===== config.mk =====
export PLATFORM = sky130hd
export DESIGN_NAME = oam_scan_seq
export DESIGN_NICKNAME = d
export VERILOG_FILES = /design/src/rtl/oam_scan_seq.sv
export SDC_FILE = /design/constraint.sdc
export NUM_CORES = 1
export LEC_CHECK = 0
export ABC_AREA = 0
export ABC_CLOCK_PERIOD_IN_PS = 10900
export CAP_MARGIN = 10
export CORE_MARGIN = 4
export CORE_UTILIZATION = 45
export CTS_BUF_LIST = sky130_fd_sc_hd__clkbuf_4 sky130_fd_sc_hd__clkbuf_8 sky130_fd_sc_hd__clkbuf_16
export DETAILED_ROUTE_END_ITERATION = 8
export PLACE_DENSITY = 0.95
export SLEW_MARGIN = 20
export SYNTH_ARGS = -nofsm -noshare
export SYNTH_HDL_FRONTEND = slang
export SYNTH_SLANG_ARGS = --single-unit

===== constraint.sdc =====
create_clock -name clk1 -period 10.9 [get_ports clk1]
set_clock_uncertainty 0.2 [all_clocks]
set_input_delay 2.18 -clock clk1 [delete_from_list [all_inputs] [get_ports clk1]]
set_output_delay 2.18 -clock clk1 [all_outputs]
set_load 0.05 [all_outputs]

===== src/rtl/oam_scan_seq.sv =====
// OAM scan sequencer: walks every OAM entry during mode 2 and writes up to N_SLOTS Y-matching sprites to the sprite store.
// Optional tall-sprite support: define OAM_SCAN_TALL_SPRITE_EN to honour ff40_d2 (8/16-row sprites); otherwise height is fixed at 8.
module oam_scan_seq #(
    parameter int N_ENTRIES = 40,
    parameter int N_SLOTS   = 10
) (
    input  logic       clk1,
    input  logic       nreset_video,
    input  logic       start,
    input  logic [7:0] v,
    input  logic       ff40_d2,
    output logic       oam_rd,
    output logic [5:0] oam_idx,
    input  logic [7:0] oam_a_d,
    input  logic [7:0] oam_b_d,
    output logic       store_we,
    output logic [3:0] store_slot,
    output logic [5:0] store_idx,
    output logic [3:0] store_line,
    output logic [7:0] store_x,
    output logic [3:0] spr_count,
    output logic       busy,
    output logic       done,
    output logic [1:0] scan_state
);

    typedef enum logic [1:0] {
        IDLE = 2'd0,
        ADDR = 2'd1,
        DATA = 2'd2
    } state_t;

    localparam logic [5:0] LAST_IDX = 6'(N_ENTRIES - 1);
    localparam logic [3:0] MAX_CNT  = 4'(N_SLOTS);

    state_t     state;
    state_t     state_nx;
    logic [5:0] idx_q;
    logic [3:0] cnt_q;
    logic [7:0] line_q;
    logic [8:0] d;
    logic [8:0] h;
    logic       hit;
    logic       last_entry;

`ifdef OAM_SCAN_TALL_SPRITE_EN
    logic tall_q;
`else
    logic unused_ff40_d2;
    assign unused_ff40_d2 = ff40_d2;
`endif

    assign last_entry = (idx_q == LAST_IDX);

    always_ff @(posedge clk1) begin
        if (!nreset_video) begin
            state <= IDLE;
        end else begin
            state <= state_nx;
        end
    end

    // start is honoured in any state, so a restart simply reloads the datapath
    always_ff @(posedge clk1) begin
        if (!nreset_video) begin
            idx_q  <= '0;
            cnt_q  <= '0;
            line_q <= '0;
`ifdef OAM_SCAN_TALL_SPRITE_EN
            tall_q <= 1'b0;
`endif
        end else if (start) begin
            idx_q  <= '0;
            cnt_q  <= '0;
            line_q <= v;
`ifdef OAM_SCAN_TALL_SPRITE_EN
            tall_q <= ff40_d2;
`endif
        end else begin
            if (state == DATA && !last_entry) begin
                idx_q <= idx_q + 6'd1;
            end
            if (store_we) begin
                cnt_q <= cnt_q + 4'd1;
            end
        end
    end

    always_comb begin
        state_nx = state;
        case (state)
            IDLE:    state_nx = IDLE;
            ADDR:    state_nx = DATA;
            DATA:    state_nx = last_entry ? IDLE : ADDR;
            default: state_nx = IDLE;
        endcase
        if (start) begin
            state_nx = ADDR;
        end
    end

    always_comb begin
        d = {1'b0, line_q} + 9'd16 - {1'b0, oam_a_d};
`ifdef OAM_SCAN_TALL_SPRITE_EN
        h = tall_q ? 9'd16 : 9'd8;
`else
        h = 9'd8;
`endif
        // d[8] set means the sprite starts below this line
        hit        = !d[8] && (d < h);
        oam_rd     = (state == ADDR);
        busy       = (state != IDLE);
        oam_idx    = idx_q;
        spr_count  = cnt_q;
        scan_state = state;
        done       = (state == DATA) && last_entry && !start;
        store_we   = (state == DATA) && hit && (cnt_q < MAX_CNT) && !start;
        store_slot = '0;
        store_idx  = '0;
        store_line = '0;
        store_x    = '0;
        if (store_we) begin
            store_slot = cnt_q;
            store_idx  = idx_q;
`ifdef OAM_SCAN_TALL_SPRITE_EN
            store_line = d[3:0];
`else
            store_line = {1'b0, d[2:0]};
`endif
            store_x    = oam_b_d;
        end
    end

endmodule


Yosys cells after proc, flatten, opt, wreduce, memory -nomap -nowiden:

Index checks and enable logic that the tools add are counted.

* add/subtract/negate cells: 4
* $lt $le $gt $ge: 2
* eq/ne operators: 3
* muxes and demuxes: 7
* bitwise gates (word level): 1
* reductions and logical operators: 12

Operators by type and width (count)
* 8-bit by 5-bit adder with 9-bit output, second input constant: 1
* 9-bit by 4-bit < comparator with 1-bit output, second input constant: 1
* 9-bit by 8-bit subtractor with 9-bit output: 1
* 8-bit 2-to-1 mux: 1
* 1-bit logical AND: 7
* 6-bit by 1-bit adder with 6-bit output, second input constant: 1
* 6-bit equality test, second input constant: 1
* 6-bit 2-to-1 mux: 1
* 4-bit by 1-bit adder with 4-bit output, second input constant: 1
* 4-bit < comparator, second input constant: 1
* 4-bit 2-to-1 mux: 1
* 2-bit one-hot mux with 2 select lines: 1
* 1-bit zero test: 3
* 3-bit 2-to-1 mux: 1
* 2-bit by 1-bit equality test with 1-bit output, second input constant: 1
* 2-bit equality test, second input constant: 1
* 1-bit 2-to-1 mux: 2
* 2-bit nonzero test: 1
* 2-bit OR reduction: 1
* 1-bit inverter: 1

* register bits after elaboration: 20
* input port bits: 28
* output and inout port bits: 38

Longest topological paths before layout:

Gate-level depths: netlist of run 1.

* depth after elaboration: 8
* mapped depth: 13

Least setup slack after synthesis of run 1:

No wires, ideal clock.

* kind: input port to output port
* start: input oam_a_d[1]
* end: output store_line[0]
* data arrival time: 5.132 ns
* required time: 8.520 ns
* slack: 3.388 ns
* stages on the path: 10
* buffers on the path: 1
* path through: inv_1 ha_1 ha_1 fa_1 a211oi_1 nor2_2 mux2i_1 or3_1 buf_2 nor3_1

* longest elaborated chain between the ends: 7
* elaborated cells between the ends (all ways): 8
* classes of those cells: add/sub: 1; order compare: 1; mux: 1; reduce/logical: 5

RTL lines
* from (decl): line 14 `input logic [7:0] oam_a_d,`
* 9-bit by 8-bit subtractor with 9-bit output *: line 103 `d = {1'b0, line_q} + 9'd16 - {1'b0, oam_a_d};`
* 9-bit by 4-bit < comparator with 1-bit output or 1-bit zero test (tied branches): line 110 `hit = !d[8] && (d < h);`
* 1-bit logical AND *: line 110
* 1-bit logical AND * (3 in series): line 117 `store_we = (state == DATA) && hit && (cnt_q < MAX_CNT) && !start;`
* 3-bit 2-to-1 mux *: line 122 `if (store_we) begin`
* to (decl): line 19 `output logic [3:0] store_line,`

Every way passes the cells marked *; elsewhere a longest branch is shown, timed or not.

Worst setup path after layout of run 1:

* start: input oam_a_d[1]
* end: output store_line[2]

* longest elaborated chain between the ends: 7
* elaborated cells between the ends (all ways): 8
* classes of those cells: add/sub: 1; order compare: 1; mux: 1; reduce/logical: 5

RTL lines (line)
* 9-bit by 8-bit subtractor with 9-bit output *: 103
* 9-bit by 4-bit < comparator with 1-bit output or 1-bit zero test (tied branches): 110
* 1-bit logical AND: 110
* 1-bit logical AND (3 in series): 117
* 3-bit 2-to-1 mux *: 122

Marks and branches as above.

==> results.toml, run 1 <==
[synthesis]
syn_area_per_cell_um2 = 8.647
yosysSeqAreaShare_pct = 27.40
ys_warn_count = 0
synth_ff_type = "dfxtp_1"
synthCells = 169
synth_edf_count = 0
synth_area_mm2 = 0.001461
synthDistinctLibCells = 46
ys_ff_latch = 20
syn_nets = 215
async_flop_share_pct = 0

[timing]
rsz0062_at_grt = "false"
holdWs_ns = 0.3157
finalCritPeriodShare_pct = 80.32
tightest_slew_ns = 0.9198
tns_ns = 0
post-route-min-period_ns = 8.755
layout_setup_ws_ns = 2.145
max_slew_margin_pct = 38.45
setup_violations = 0
final_max_slew_viol_count = 0
hold_viol_final = 0
max_freq_mhz = 114.2

[worst_hold_path]
hold_depth = 1
hp-start = "scan_state[1]$_SDFF_PP0_"
min_path_type = "reg -> reg"
worstHoldEndpoint = "scan_state[1]$_SDFF_PP0_"

[die]
die_x_um = 64.99
fp.dieArea_mm2 = 0.004223
die_h_um = 64.99
ios = 66
coreArea_mm2 = 0.003078
placementRows = 20
initial_utilization_pct = 47.48

[placed_design]
dp_hpwl_um = 2775
place_ws_ns = 2.139
dp.cells = 270
port_buffers = 63
gp_congestion = 0.9020
dpl_cell_area_mm2 = 0.002117

[setup_path]
crit_type = "in -> out"
critical_path.top_delay_family = "simple AND/OR/NAND/NOR gates"
crit_fanout = 20
arrival_ns = 6.37
required_ns = 8.52
reg2reg_slack_ns = 7.90
r2r-start = "line_q[1]$_SDFFE_PN0P_"
cpMaxStageDelayCell = "clkdlybuf4s50_1"
ff2ff_path_depth = 9
critPathCaptureType = "output pin"
max_stage_delay_ns = 0.82
path_buf_inv = 3
crit_path_start_kind = "input port"
r2r-end = "spr_count[0]$_SDFFE_PP0P_"
path_cells = "clkdlybuf4s50_1, inv_1, ha_1, ha_1, fa_1, a211oi_1, nor2_2, mux2i_1, or3_1, nor2_1, and2_1, clkdlybuf4s50_1"

[clock_tree]
cts_setup_buffers = 0
htreeDepth = 1
ctsHoldBuffers = 0
clock-sinks = 20
cts-root-buf = "clkbuf_4"
path_clk_slew_ns = 0.12
insertion_delay_ns = 0.31
cts_tree = "built"
cts_buffers = 3
cts_buffer_depth = 2
post_cts_resized = 0

[route]
drc = 0
via_per_inst = 5.146
ant_nets = 0
wl_um = 3386
wl_per_cell_um = 12.36
first_iter_violations = 59
drtPass1Iterations = 4
via_count = 1410

[power_and_ir_drop]
power.leakage_nw = 0.8883
ir_drop_uv = 51.97
p_per_area_mw_per_mm2 = 85.77

[run_status]
status = "finished clean"

[cells_and_area]
ff_latch_area_um2 = 400.4
multi_input_area_um2 = 985.9
stdcell_count = 274
final_area_mm2 = 0.002170
fin_nets = 277
fillers = 258
drive_above_1_share_pct = 6.087
area_growth_pct = 48.46
diodes = 0

[global_routing]
grt_pass1_vias = 1322
grt_pass1_wl_um = 5733
grt_overflow_total = 0
antenna_found_initial = 0
grt_usage_pct = 16.93
grt_max_degree = 21

[job]
drv.max_cap_violation_count = 0
[synth_stat cells, drive strengths merged, types with 2 or more instances]
| library cell | instances | area, µm² |
|---|---|---|
| a211oi | 2 | 15.01 |
| a21oi | 5 | 25.02 |
| and2 | 20 | 126.4 |
| and4 | 2 | 17.52 |
| buf | 4 | 21.27 |
| clkbuf | 2 | 8.750 |
| dfxtp | 20 | 400.4 |
| ha | 17 | 212.7 |
| inv | 12 | 45.04 |
| mux2i | 10 | 100.1 |
| nand2 | 4 | 15.01 |
| nand3 | 3 | 15.01 |
| nand4 | 5 | 31.28 |
| nand4b | 2 | 17.52 |
| nor2 | 11 | 43.80 |
| nor2b | 9 | 56.30 |
| nor3 | 5 | 25.02 |
| nor3b | 4 | 40.03 |
| o21a | 2 | 15.01 |
| o21ai | 5 | 25.02 |
| or2 | 2 | 12.51 |
| or3 | 2 | 12.51 |
| xnor2 | 2 | 17.52 |
| xor2 | 4 | 35.03 |
[layout by cell type (no fill, tap or decap), drive strengths merged, types with 2 or more instances in the layout]
| master | count |
|---|---|
| a211oi | 2 |
| a21oi | 5 |
| and2 | 20 |
| and4 | 2 |
| clkbuf | 3 |
| clkdlybuf4s50 | 63 |
| dfxtp | 20 |
| ha | 17 |
| inv | 12 |
| mux2i | 10 |
| nand2 | 4 |
| nand3 | 3 |
| nand4 | 5 |
| nand4b | 2 |
| nor2 | 11 |
| nor2b | 9 |
| nor3 | 5 |
| nor3b | 4 |
| o21a | 2 |
| o21ai | 5 |
| or2 | 2 |
| or3 | 2 |
| xnor2 | 2 |
| xor2 | 4 |
[layer usage]
layer / wire (µm) / part of all wire (%) / GRT usage (%)
met5: 0 / 0 / 0
met4: 85 / 2.5 / 8.707
met3: 252 / 7.4 / 3.120
met2: 1661 / 49 / 29.89
met1: 1386 / 41 / 19.20
[cells by family (layout without fill, tap and decap cells)]
family | count (synthesis) | count (layout) | share of synthesized area [%]
AOI/OAI and AO/OA | 19 | 19 | 8.219
xor gates and xnor gates | 6 | 6 | 3.596
adders and majority gates | 18 | 18 | 15.92
buffers and inverters | 18 | 79 | 5.136
DFF | 20 | 20 | 27.40
muxes | 11 | 11 | 7.620
other | 1 | 1 | 0.2566
and+or+nand+nor | 76 | 76 | 31.85
[metrics by stage]
stage | utilization [%] | total power [mW]
finish | 70.49 | 0.1861
global route | 70.49 | 0.1959
CTS | 70.49 | 0.1881
detailed placement | 68.78 | 0.1255
global placement | 68.78 | 0.1239
floorplan | - | 0.1087
[worst max-delay path by stage]
stage,from,endpoint,slack [ns],cells after the start
final,oam_a_d[1],store_line[2],2.15,12
after global routing,oam_a_d[1],store_line[1],1.75,12
after CTS,oam_a_d[1],store_line[2],2.14,12
after detailed placement,oam_a_d[1],store_line[2],2.14,12
after global placement,oam_a_d[1],store_line[2],2.18,12
after floorplan,oam_a_d[1],store_line[0],3.39,10
[power by group]
group / switching [mW] / leakage (nW) / internal (mW) / total [mW]
registers: 0.00143 / 0.163 / 0.0752 / 0.0766
clock network: 0.0249 / 0.0279 / 0.0372 / 0.0621
logic: 0.0233 / 0.697 / 0.0241 / 0.0473
total: 0.0496 / 0.888 / 0.136 / 0.186
[sequential cells by signal, indices dropped and copies added, names as in the netlist]
signal	cells
line_q	8
oam_idx	6
spr_count	4
scan_state	2
[worst reg2reg max path, delay by kind of cell, from the launching register on]
kind / cells / cell delay (ns)
adder cells (fa/ha/maj): 3 / 0.89
multiplexers: 1 / 0.13
AO/OA/AOI/OAI: 2 / 0.40
AND/OR/NAND/NOR: 3 / 0.96
flip-flops: 1 / 0.34
[final cells by class]
class                   count  area share [%]
clock buffers               3           1.038
clock inverters             1           1.384
inverters                  12           2.076
multi-input cells         131           45.44
flip-flops and latches     20           18.45
well taps                  44           2.537
repair buffers             63           29.07
(Power assumes the default switching activity.)
==> run 2: changes to the inputs <==
--- a/config.mk
+++ b/config.mk
@@ -6,13 +6,13 @@
 export NUM_CORES = 1
 export LEC_CHECK = 0
 export ABC_AREA = 0
-export ABC_CLOCK_PERIOD_IN_PS = 10900
+export ABC_CLOCK_PERIOD_IN_PS = 8680
 export CAP_MARGIN = 10
 export CORE_MARGIN = 4
-export CORE_UTILIZATION = 45
+export CORE_UTILIZATION = 42
 export CTS_BUF_LIST = sky130_fd_sc_hd__clkbuf_4 sky130_fd_sc_hd__clkbuf_8 sky130_fd_sc_hd__clkbuf_16
 export DETAILED_ROUTE_END_ITERATION = 8
-export PLACE_DENSITY = 0.95
+export PLACE_DENSITY = 0.9
 export SLEW_MARGIN = 20
 export SYNTH_ARGS = -nofsm -noshare
 export SYNTH_HDL_FRONTEND = slang
==> constraint.sdc (replaced) <==
create_clock -name clk1 -period 8.68 [get_ports clk1]
set_clock_uncertainty 0.2 [all_clocks]
set_input_delay 1.736 -clock clk1 [delete_from_list [all_inputs] [get_ports clk1]]
set_output_delay 1.736 -clock clk1 [all_outputs]
set_load 0.05 [all_outputs]
==> run 2 against run 1 <==
- first-iteration DRC count grew 32%
- final cell count increased by 1.1%
- critical path depth rose by 1
- combinational power up 27%
- core utilization down 5.2 points
- critical path type unchanged
- worst setup slack got worse by 0.88 ns
- sequential power rose by 26%
- routed wire length is 7.9% higher
- highest routed layer unchanged
- via count decreased by 2.3%
- largest cell class unchanged
- register-to-register slack worse by 2.3 ns
- total power rose by 26%
==> results.toml, run 2 (synthesized netlist as in run 1, its figures left out) <==
[run_status]
status = "finished clean"

[setup_path]
max_stage_delay_ns = 0.81
path_cells = "clkdlybuf4s50_1, inv_1, ha_1, ha_1, fa_1, xnor2_1, and4_1, nand4_1, or3_1, nor2_1, buf_4, and2_1, clkdlybuf4s50_1"
reg2reg_slack_ns = 5.63
arrival_ns = 5.48
critPathCaptureType = "output pin"
critical_path.top_delay_family = "buffers and inverters"
r2r-end = "spr_count[0]$_SDFFE_PP0P_"
ff2ff_path_depth = 9
crit_fanout = 20
r2r-start = "line_q[1]$_SDFFE_PN0P_"
required_ns = 6.74
path_buf_inv = 4
crit_type = "in -> out"
worstSetupPathDepth = 13
cpMaxStageDelayCell = "clkdlybuf4s50_1"
crit_path_start_kind = "input port"

[power_and_ir_drop]
p_per_area_mw_per_mm2 = 107.9
switching_share_pct = 27.10
ir_drop_uv = 76.08
p_int_mw = 0.1714
p_switching_mw = 0.06372
power_frac_seq_pct = 41.0
power_mw = 0.2352
comb_power_share_pct = 25.5
clockPowerShare_pct = 33.6
power.leakage_nw = 0.8937

[clock_tree]
insertion_delay_ns = 0.31
cts_buffer_depth = 2
cts_tree = "built"
cts-root-buf = "clkbuf_4"
cts_buffers = 3
ctsHoldBuffers = 0
htreeDepth = 1
clock-sinks = 20
post_cts_resized = 0
path_clk_slew_ns = 0.12
cts_setup_buffers = 0

[placed_design]
gp_congestion = 0.8711
port_buffers = 63
place_ws_ns = 1.268
dp_hpwl_um = 2926
dp.cells = 273

[global_routing]
grt_overflow_total = 0
antenna_found_initial = 0
grt_pass1_wl_um = 5664
grt_usage_pct = 16.44
grt_pass1_vias = 1250
grt_max_degree = 21

[job]
drv.max_cap_violation_count = 0

[route]
via_count = 1377
ant_nets = 0
first_iter_violations = 78
wl_per_cell_um = 13.19
wl_um = 3655
drc = 0
drtPass1Iterations = 4
via_per_inst = 4.971

[worst_hold_path]
min_path_type = "reg -> reg"
hp-start = "line_q[4]$_SDFFE_PN0P_"
hold_depth = 2
worstHoldEndpoint = "line_q[4]$_SDFFE_PN0P_"

[die]
ios = 66
placementRows = 21
die_h_um = 66.99
die_x_um = 66.99
fp.dieArea_mm2 = 0.004487
coreArea_mm2 = 0.003337
initial_utilization_pct = 43.79

[timing]
tns_ns = 0
layout_setup_ws_ns = 1.263
rsz0062_at_grt = "false"
finalCritPeriodShare_pct = 85.45
tightest_slew_ns = 0.6132
final_max_slew_viol_count = 0
max_freq_mhz = 134.8
max_slew_margin_pct = 58.99
hold_viol_final = 0
post-route-min-period_ns = 7.417
setup_violations = 0

[cells_and_area]
drive_above_1_share_pct = 6.494
fin_nets = 278
fillers = 301
diodes = 0
stdcell_count = 277
final_common_cell = "clkdlybuf4s50_1"
largest_reg_flops = 8
final_util_pct = 65.32
area_growth_pct = 49.14
regMostFlops = "line_q"
final_cell_mix = "63 x clkdlybuf4s50_1, 20 x dfxtp_1, 19 x and2_1"
[run 2: routing by layer]
metal / up-vias / routed length, µm / track usage (%)
met1: 628 / 1565 / 18.77
li1: 707 / - / -
met2: 36 / 1854 / 30.32
met5: - / 0 / 0
met3: 6 / 183 / 2.361
met4: 0 / 52 / 6.329
[run 2: through the flow]
step	area [µm²]	hold WS [ns]
detailed placement	2127	0.3071
global placement	2127	0.2947
global route	2180	0.3618
CTS	2180	0.3409
finish	2180	0.3324
floorplan	1461	0.2826
[run 2: worst min-delay path: stages, from the launching register on]
cell	delay, ns
dfxtp_1	0.33
mux2i_1	0.12
nor2b_1	0.05
[run 2: power by group through the flow]
stage	Clock [mW]	Combinational, mW	Sequential [mW]
finish	0.0790	0.0599	0.0963
CTS	0.0807	0.0604	0.0964
global route	0.0831	0.0670	0.0968
global placement	0	0.0576	0.0983
floorplan	0	0.0370	0.0995
detailed placement	0	0.0597	0.0984
[run 2: worst max-delay path by stage]
stage | slack [ns] | startpoint | to
2_1_floorplan | 2.06 | oam_a_d[1] | store_line[0]
3_3_place_gp | 1.34 | oam_a_d[1] | store_line[2]
3_5_place_dp | 1.27 | oam_a_d[1] | store_x[0]
4_1_cts | 1.25 | oam_a_d[1] | store_x[0]
5_1_grt | 1.03 | oam_a_d[1] | store_slot[1]
6_report | 1.26 | oam_a_d[1] | store_idx[0]
[run 2: cell type report]
type | count | area (µm²) | area share (%)
Multi-Input combinational cell | 131 | 985.9 | 45.24
Timing Repair Buffer | 64 | 638.1 | 29.28
Sequential cell | 20 | 400.4 | 18.37
Tap cell | 46 | 57.56 | 2.641
Inverter | 12 | 45.04 | 2.067
Clock inverter | 1 | 30.03 | 1.378
Clock buffer | 3 | 22.52 | 1.033
